`src/rtl/varint_decoder_if.sv`:
```
// Byte-in / word-out bundle for the protobuf varint decoder.
// master = decoder side (drives pop/push/results), slave = FIFO side.
interface varint_decoder_if;
    logic        byte_in_fifo_empty;
    logic [7:0]  byte_data_in;
    logic        byte_in_fifo_pop;
    logic        word_out_fifo_full;
    logic        word_out_fifo_push;
    logic [31:0] word_data_out;
    logic [3:0]  word_len;
    logic        word_err;
    logic        decoding;

    modport master (
        input  byte_in_fifo_empty,
        input  byte_data_in,
        output byte_in_fifo_pop,
        input  word_out_fifo_full,
        output word_out_fifo_push,
        output word_data_out,
        output word_len,
        output word_err,
        output decoding
    );

    modport slave (
        output byte_in_fifo_empty,
        output byte_data_in,
        input  byte_in_fifo_pop,
        output word_out_fifo_full,
        input  word_out_fifo_push,
        input  word_data_out,
        input  word_len,
        input  word_err,
        input  decoding
    );
endinterface

```
`src/rtl/varint_decoder.sv`:
```
// Protobuf base-128 varint decoder: pops LSB-group-first bytes from a
// show-ahead byte FIFO, pushes {value[31:0], len, err} to a word FIFO.
// Ports: clk, reset (async, active-low), bus (varint_decoder_if.master):
//   byte_in_fifo_empty/byte_data_in/byte_in_fifo_pop   - byte input side
//   word_out_fifo_full/word_out_fifo_push              - word output side
//   word_data_out/word_len/word_err                    - decoded result
//   decoding                                           - varint in flight
module varint_decoder #(
    parameter int MAX_BYTES = 10
) (
    input  logic               clk,
    input  logic               reset,
    varint_decoder_if.master   bus
);

    localparam logic [3:0] MAX_LEN = 4'(MAX_BYTES);

    typedef enum logic [1:0] {
        IDLE,
        ACCUM,
        DRAIN,
        EMIT
    } state_t;

    state_t      state_q, state_d;
    logic [31:0] acc_q, acc_d;
    logic [3:0]  cnt_q, cnt_d;
    logic        err_q, err_d;
    logic [31:0] dout_q, dout_d;
    logic [3:0]  len_q, len_d;
    logic        werr_q, werr_d;

    logic        pop;
    logic        push;
    logic        have_byte;
    logic        cont;
    logic [6:0]  payload;
    logic [3:0]  cnt_inc;
    logic        last_grp;
    logic [4:0]  shamt;
    logic [31:0] acc_nx;
    logic        err_nx;

    assign have_byte = !bus.byte_in_fifo_empty;
    assign cont      = bus.byte_data_in[7];
    assign payload   = bus.byte_data_in[6:0];
    assign cnt_inc   = cnt_q + 4'd1;
    assign last_grp  = (cnt_q == 4'd4);

    // Group k lands at bit 7k; the 5th group is truncated to 4 bits
    // simply by shifting out of the 32-bit word.
    always_comb begin
        case (cnt_q)
            4'd0:    shamt = 5'd0;
            4'd1:    shamt = 5'd7;
            4'd2:    shamt = 5'd14;
            4'd3:    shamt = 5'd21;
            default: shamt = 5'd28;
        endcase
    end

    assign acc_nx = acc_q | ({25'd0, payload} << shamt);
    assign err_nx = err_q | (last_grp & (|payload[6:4]));

    always_comb begin
        state_d = state_q;
        acc_d   = acc_q;
        cnt_d   = cnt_q;
        err_d   = err_q;
        dout_d  = dout_q;
        len_d   = len_q;
        werr_d  = werr_q;
        pop     = 1'b0;
        push    = 1'b0;

        case (state_q)
            IDLE: begin
                state_d = ACCUM;
            end

            ACCUM: begin
                if (have_byte) begin
                    pop   = 1'b1;
                    cnt_d = cnt_inc;
                    acc_d = acc_nx;
                    if (!cont) begin
                        err_d   = err_nx;
                        dout_d  = acc_nx;
                        len_d   = cnt_inc;
                        werr_d  = err_nx;
                        state_d = EMIT;
                    end else if (last_grp) begin
                        // Value cannot fit 32 bits; remaining
                        // groups are swallowed in DRAIN.
                        err_d = 1'b1;
                        if (cnt_inc == MAX_LEN) begin
                            dout_d  = acc_nx;
                            len_d   = cnt_inc;
                            werr_d  = 1'b1;
                            state_d = EMIT;
                        end else begin
                            state_d = DRAIN;
                        end
                    end else begin
                        err_d = err_nx;
                    end
                end
            end

            DRAIN: begin
                if (have_byte) begin
                    pop   = 1'b1;
                    cnt_d = cnt_inc;
                    // The MAX-th byte closes the varint even if bit 7
                    // is still set.
                    if (!cont || cnt_inc == MAX_LEN) begin
                        dout_d  = acc_q;
                        len_d   = cnt_inc;
                        werr_d  = err_q;
                        state_d = EMIT;
                    end
                end
            end

            EMIT: begin
                push = !bus.word_out_fifo_full;
                if (push) begin
                    acc_d   = '0;
                    cnt_d   = '0;
                    err_d   = 1'b0;
                    state_d = ACCUM;
                end
            end

            default: begin
                state_d = IDLE;
            end
        endcase
    end

    always_ff @(posedge clk or negedge reset) begin
        if (!reset) begin
            state_q <= IDLE;
            acc_q   <= '0;
            cnt_q   <= '0;
            err_q   <= 1'b0;
            dout_q  <= '0;
            len_q   <= '0;
            werr_q  <= 1'b0;
        end else begin
            state_q <= state_d;
            acc_q   <= acc_d;
            cnt_q   <= cnt_d;
            err_q   <= err_d;
            dout_q  <= dout_d;
            len_q   <= len_d;
            werr_q  <= werr_d;
        end
    end

    assign bus.byte_in_fifo_pop   = pop;
    assign bus.word_out_fifo_push = push;
    assign bus.word_data_out      = dout_q;
    assign bus.word_len           = len_q;
    assign bus.word_err           = werr_q;
    assign bus.decoding           = (state_q == EMIT)
                                  || (state_q == DRAIN)
                                  || (state_q == ACCUM && cnt_q != 4'd0);

endmodule
```
`src/flat_wrapper.sv`:
```
// flat-port wrapper written by rule: the top's interface ports become plain ports
module varint_decoder_flat 
#(
    parameter int MAX_BYTES = 10
)
  (clk, reset, bus_byte_in_fifo_empty, bus_byte_data_in, bus_byte_in_fifo_pop, bus_word_out_fifo_full, bus_word_out_fifo_push, bus_word_data_out, bus_word_len, bus_word_err, bus_decoding);
  varint_decoder_if bus_i ();
  input  logic clk;
  input  logic reset;
  input wire logic [$bits(bus_i.byte_in_fifo_empty)-1:0] bus_byte_in_fifo_empty;
  input wire logic [$bits(bus_i.byte_data_in)-1:0] bus_byte_data_in;
  output wire logic [$bits(bus_i.byte_in_fifo_pop)-1:0] bus_byte_in_fifo_pop;
  input wire logic [$bits(bus_i.word_out_fifo_full)-1:0] bus_word_out_fifo_full;
  output wire logic [$bits(bus_i.word_out_fifo_push)-1:0] bus_word_out_fifo_push;
  output wire logic [$bits(bus_i.word_data_out)-1:0] bus_word_data_out;
  output wire logic [$bits(bus_i.word_len)-1:0] bus_word_len;
  output wire logic [$bits(bus_i.word_err)-1:0] bus_word_err;
  output wire logic [$bits(bus_i.decoding)-1:0] bus_decoding;
  assign bus_i.byte_in_fifo_empty = bus_byte_in_fifo_empty;
  assign bus_i.byte_data_in = bus_byte_data_in;
  assign bus_byte_in_fifo_pop = bus_i.byte_in_fifo_pop;
  assign bus_i.word_out_fifo_full = bus_word_out_fifo_full;
  assign bus_word_out_fifo_push = bus_i.word_out_fifo_push;
  assign bus_word_data_out = bus_i.word_data_out;
  assign bus_word_len = bus_i.word_len;
  assign bus_word_err = bus_i.word_err;
  assign bus_decoding = bus_i.decoding;
  varint_decoder #(.MAX_BYTES(MAX_BYTES)) u_core (.clk(clk), .reset(reset), .bus(bus_i));
endmodule
```
`config.mk`:
```
export PLATFORM = sky130hd
export DESIGN_NAME = varint_decoder_flat
export DESIGN_NICKNAME = d
export VERILOG_FILES = /design/src/rtl/varint_decoder_if.sv /design/src/rtl/varint_decoder.sv /design/src/flat_wrapper.sv
export SDC_FILE = /design/constraint.sdc
export NUM_CORES = 1
export LEC_CHECK = 0
export CORE_MARGIN = 5
export CORE_UTILIZATION = 45
export CTS_CLUSTER_DIAMETER = 80
export DETAILED_ROUTE_END_ITERATION = 10
export HOLD_SLACK_MARGIN = 0.12
export PLACE_DENSITY = 0.7
export SYNTH_ARGS = -nofsm -noshare
export SYNTH_HDL_FRONTEND = slang
export SYNTH_SLANG_ARGS = --single-unit
```
`constraint.sdc`:
```
create_clock -name clk -period 5.45 [get_ports clk]
set_input_delay 0.8175 -clock clk [delete_from_list [all_inputs] [get_ports clk]]
set_output_delay 0.8175 -clock clk [all_outputs]
set_load 0.1 [all_outputs]
```
==> results.md <==
* Hold Path Class: flop to flop
* Busiest grt layer: met2
* RePlAce Congestion at 0.891
* DR vias at 3244
* Register area at 0.00190 sq mm
* Final HPWL DP at 6430 um
* F_max at 0.268 GHz
* Post-CTS setup buffer count at 0
* Crit start category: flop
* RSZ-0062 raised after global routing: no
* Mapped Cells at 420
* Final Skew at 0.0126 ns
* CTS Root Cell: clkbuf_8
* Worst slew pin tran at 1.12 ns
* Routed WL per cell at 16.1 um
* CTS tree: done
* DR iter-0 viols at 182
* Post-synthesis sequential area ratio at 48.9%
* Pre-Repair DR Iteration Count at 5
* Row cnt at 34
* Core area at 0.00855 sq mm
* Antenna diodes at 0
* Max Fanout on Critical Path at 14
* Number of synthesized flops with an enable pin at 0
* Area delta synth->final at 19.7%
* Crit Path Category: flop to output port
* Commonest non-fill, non-tap cell in the layout: dfrtp_1
* Final period utilization at 68.4%
* Die area at 0.0106 sq mm
* Post-CTS sizing at 0
* Post-synthesis area per instance at 9.25 sq um
* Largest net degree at the start of global routing at 77
* Initial core utilization at 45.4%
* Ys Warns at 0
* FF+latch count, synth at 76
* Most frequent cells in the layout: 76 x dfrtp_1, 60 x a21oi_1, 53 x nand2_1
* Largest area contributor in the netlist: dfrtp_1
* Die height at 103 um
* Number of global-route vias before repair at 3118
* Top FF cell, synth: dfrtp_1
* Num CTS Buffers at 9
* Layout cells sized above 1 at 9.07%
* Gr usage total at 18.5%
* DRC viols at 0
* Crit path DAT at 2.91 ns
* Routing usage on met3 at 3.18%
* Rel. slew slack at 25.6%
* Final WL at 9220 um
* FILL cells at 799
* Area contributors post-synth: dfrtp_1 49%, a21oi_1 7.7%, o21ai_0 5.5%, nand2_1 5.1%, nor2_1 3.6%
* Area of the multi-input gates at 0.00182 sq mm
* Final setup viols at 0
* Final hold violation count at 0
* H-tree lvl count at 3
* Post-layout min period at 3.73 ns
* Worst setup EP type: output port
* CP max-delay cell: clkdlybuf4s50_1
* Die X at 103 um
* Port buffer count at 51
* Net Count, Synth at 439
* CTS sink count at 76
* # hold bufs at CTS at 0
* Global route overflow at 0
* Final antenna-violating net count at 0
* Fin Setup TNS at 0 ns
* Post-synth cell types at 53
* Io pins at 52
* First-pass GRT wire length at 15300 um
* Initial antenna violation count at 0
* Global-route track usage on met1 at 25.2%
* Post-synthesis async set-or-reset flop share at 100%
* Clock buffer depth at 2
* Clock transition at path regs at 0.08 ns
* Max cap viols at 0
* Worst skew pair latency at 0.35 ns
* Status: finished clean
* Crit-path cells: nor2_1 > nand2_1 > a211o_1 > clkdlybuf4s50_1
* Met2 capacity usage during global routing at 29.5%
* Post-Syn Area at 0.00389 sq mm
* Slew Viols, Final at 0
* Worst endpoint required time at 4.63 ns
* Worst path max stage delay at 0.96 ns
* Layout Nets at 477
* Area share of the largest cell type after synthesis at 48.9%
* Routed vias/inst at 5.68
[sequential cells by signal (all words and copies together), names as in the netlist]
register / flops
u_core.acc_q: 32
u_core.bus.word_data_out: 32
u_core.bus.word_len: 4
u_core.cnt_q: 4
u_core.state_q: 2
u_core.bus.word_err: 1
u_core.err_q: 1
[worst paths after layout]
check	to	slack [ns]	depth (start not counted)	from
worst max-delay path	bus_decoding	1.72	4	u_core.cnt_q[2]
worst min-delay path	u_core.bus.word_data_out[13]	0.48	2	u_core.bus.word_data_out[13]
worst max register to register	u_core.bus.word_len[1]	2.46	7	u_core.cnt_q[0]
worst min register to register	u_core.bus.word_data_out[13]	0.48	2	u_core.bus.word_data_out[13]
max in group asynchronous	u_core.acc_q[22]	4.15	2	reset
min in group asynchronous	u_core.bus.word_data_out[2]	0.69	2	reset
[synth_stat cells (2+ instances only)]
master / count
nor4b_1: 2
nor3_1: 5
a21oi_1: 60
o22a_1: 3
o2111ai_1: 2
mux2_2: 4
mux2i_1: 3
or4bb_1: 2
or3_1: 2
a22o_1: 8
buf_2: 8
nand3_1: 4
xor2_1: 2
a211oi_2: 3
nor3_2: 4
o221a_2: 2
o211ai_1: 4
nand4b_1: 2
nand2b_1: 3
and2_1: 3
or2_2: 2
a211o_1: 2
o21ai_1: 4
nand4_1: 2
a41oi_1: 3
o21ai_0: 43
nor2b_1: 3
dfrtp_1: 76
a31oi_1: 5
o21a_1: 4
ha_1: 7
nor2_1: 37
a2111o_1: 3
nand2_1: 53
a221oi_1: 2
inv_1: 13
nor4_2: 4
clkbuf_1: 16
[kinds of logic after synthesis]
group           Yosys count  share of synthesized area [%]
fa+ha+maj                 7                           2.25
xor+xnor                  3                          0.676
flops                    76                           48.9
buf+inv                  40                           4.41
compound gates          152                           24.3
mux                       7                           1.93
simple gates            135                           17.5
[critical path, delay by kind of cell, from the launching register on]
| kind | cells | cell delay, ns |
|---|---|---|
| AOI/OAI and AO/OA | 1 | 0.32 |
| buffers and inverters | 1 | 0.96 |
| and+or+nand+nor | 2 | 0.74 |
| DFF | 1 | 0.54 |
[metal layers]
| metal | part of all wire (%) | vias to the layer above |
|---|---|---|
| met3 | 5.2 | 15 |
| met4 | 1.8 | 0 |
| met2 | 48 | 97 |
| met1 | 45 | 1548 |
| met5 | 0 | - |
| li1 | - | 1584 |
[cell type report]
cell class	instances	area share, %
flip-flops and latches	76	40.9
clock buffers	10	2.74
repair buffers	54	11.4
clock inverters	6	1.88
multi-input cells	304	39.2
inverters	13	1.05
well taps	108	2.91
[metrics by stage]
| step | std cells | worst slack, ns | util [%] | hold slack [ns] | instance area [sq um] |
|---|---|---|---|---|---|
| after detailed placement | 555 | 1.91 | 51.9 | 0.474 | 4440 |
| after floorplan | 420 | 2.19 | - | 0.463 | 3890 |
| after global placement | 555 | 1.92 | 51.9 | 0.465 | 4440 |
| after CTS | 571 | 1.76 | 54.4 | 0.493 | 4650 |
| after global routing | 571 | 1.60 | 54.4 | 0.505 | 4650 |
| final | 571 | 1.72 | 54.4 | 0.483 | 4650 |
Power is not shown: default switching activity piles up to over one toggle a cycle in this logic, so the estimate is an artifact.
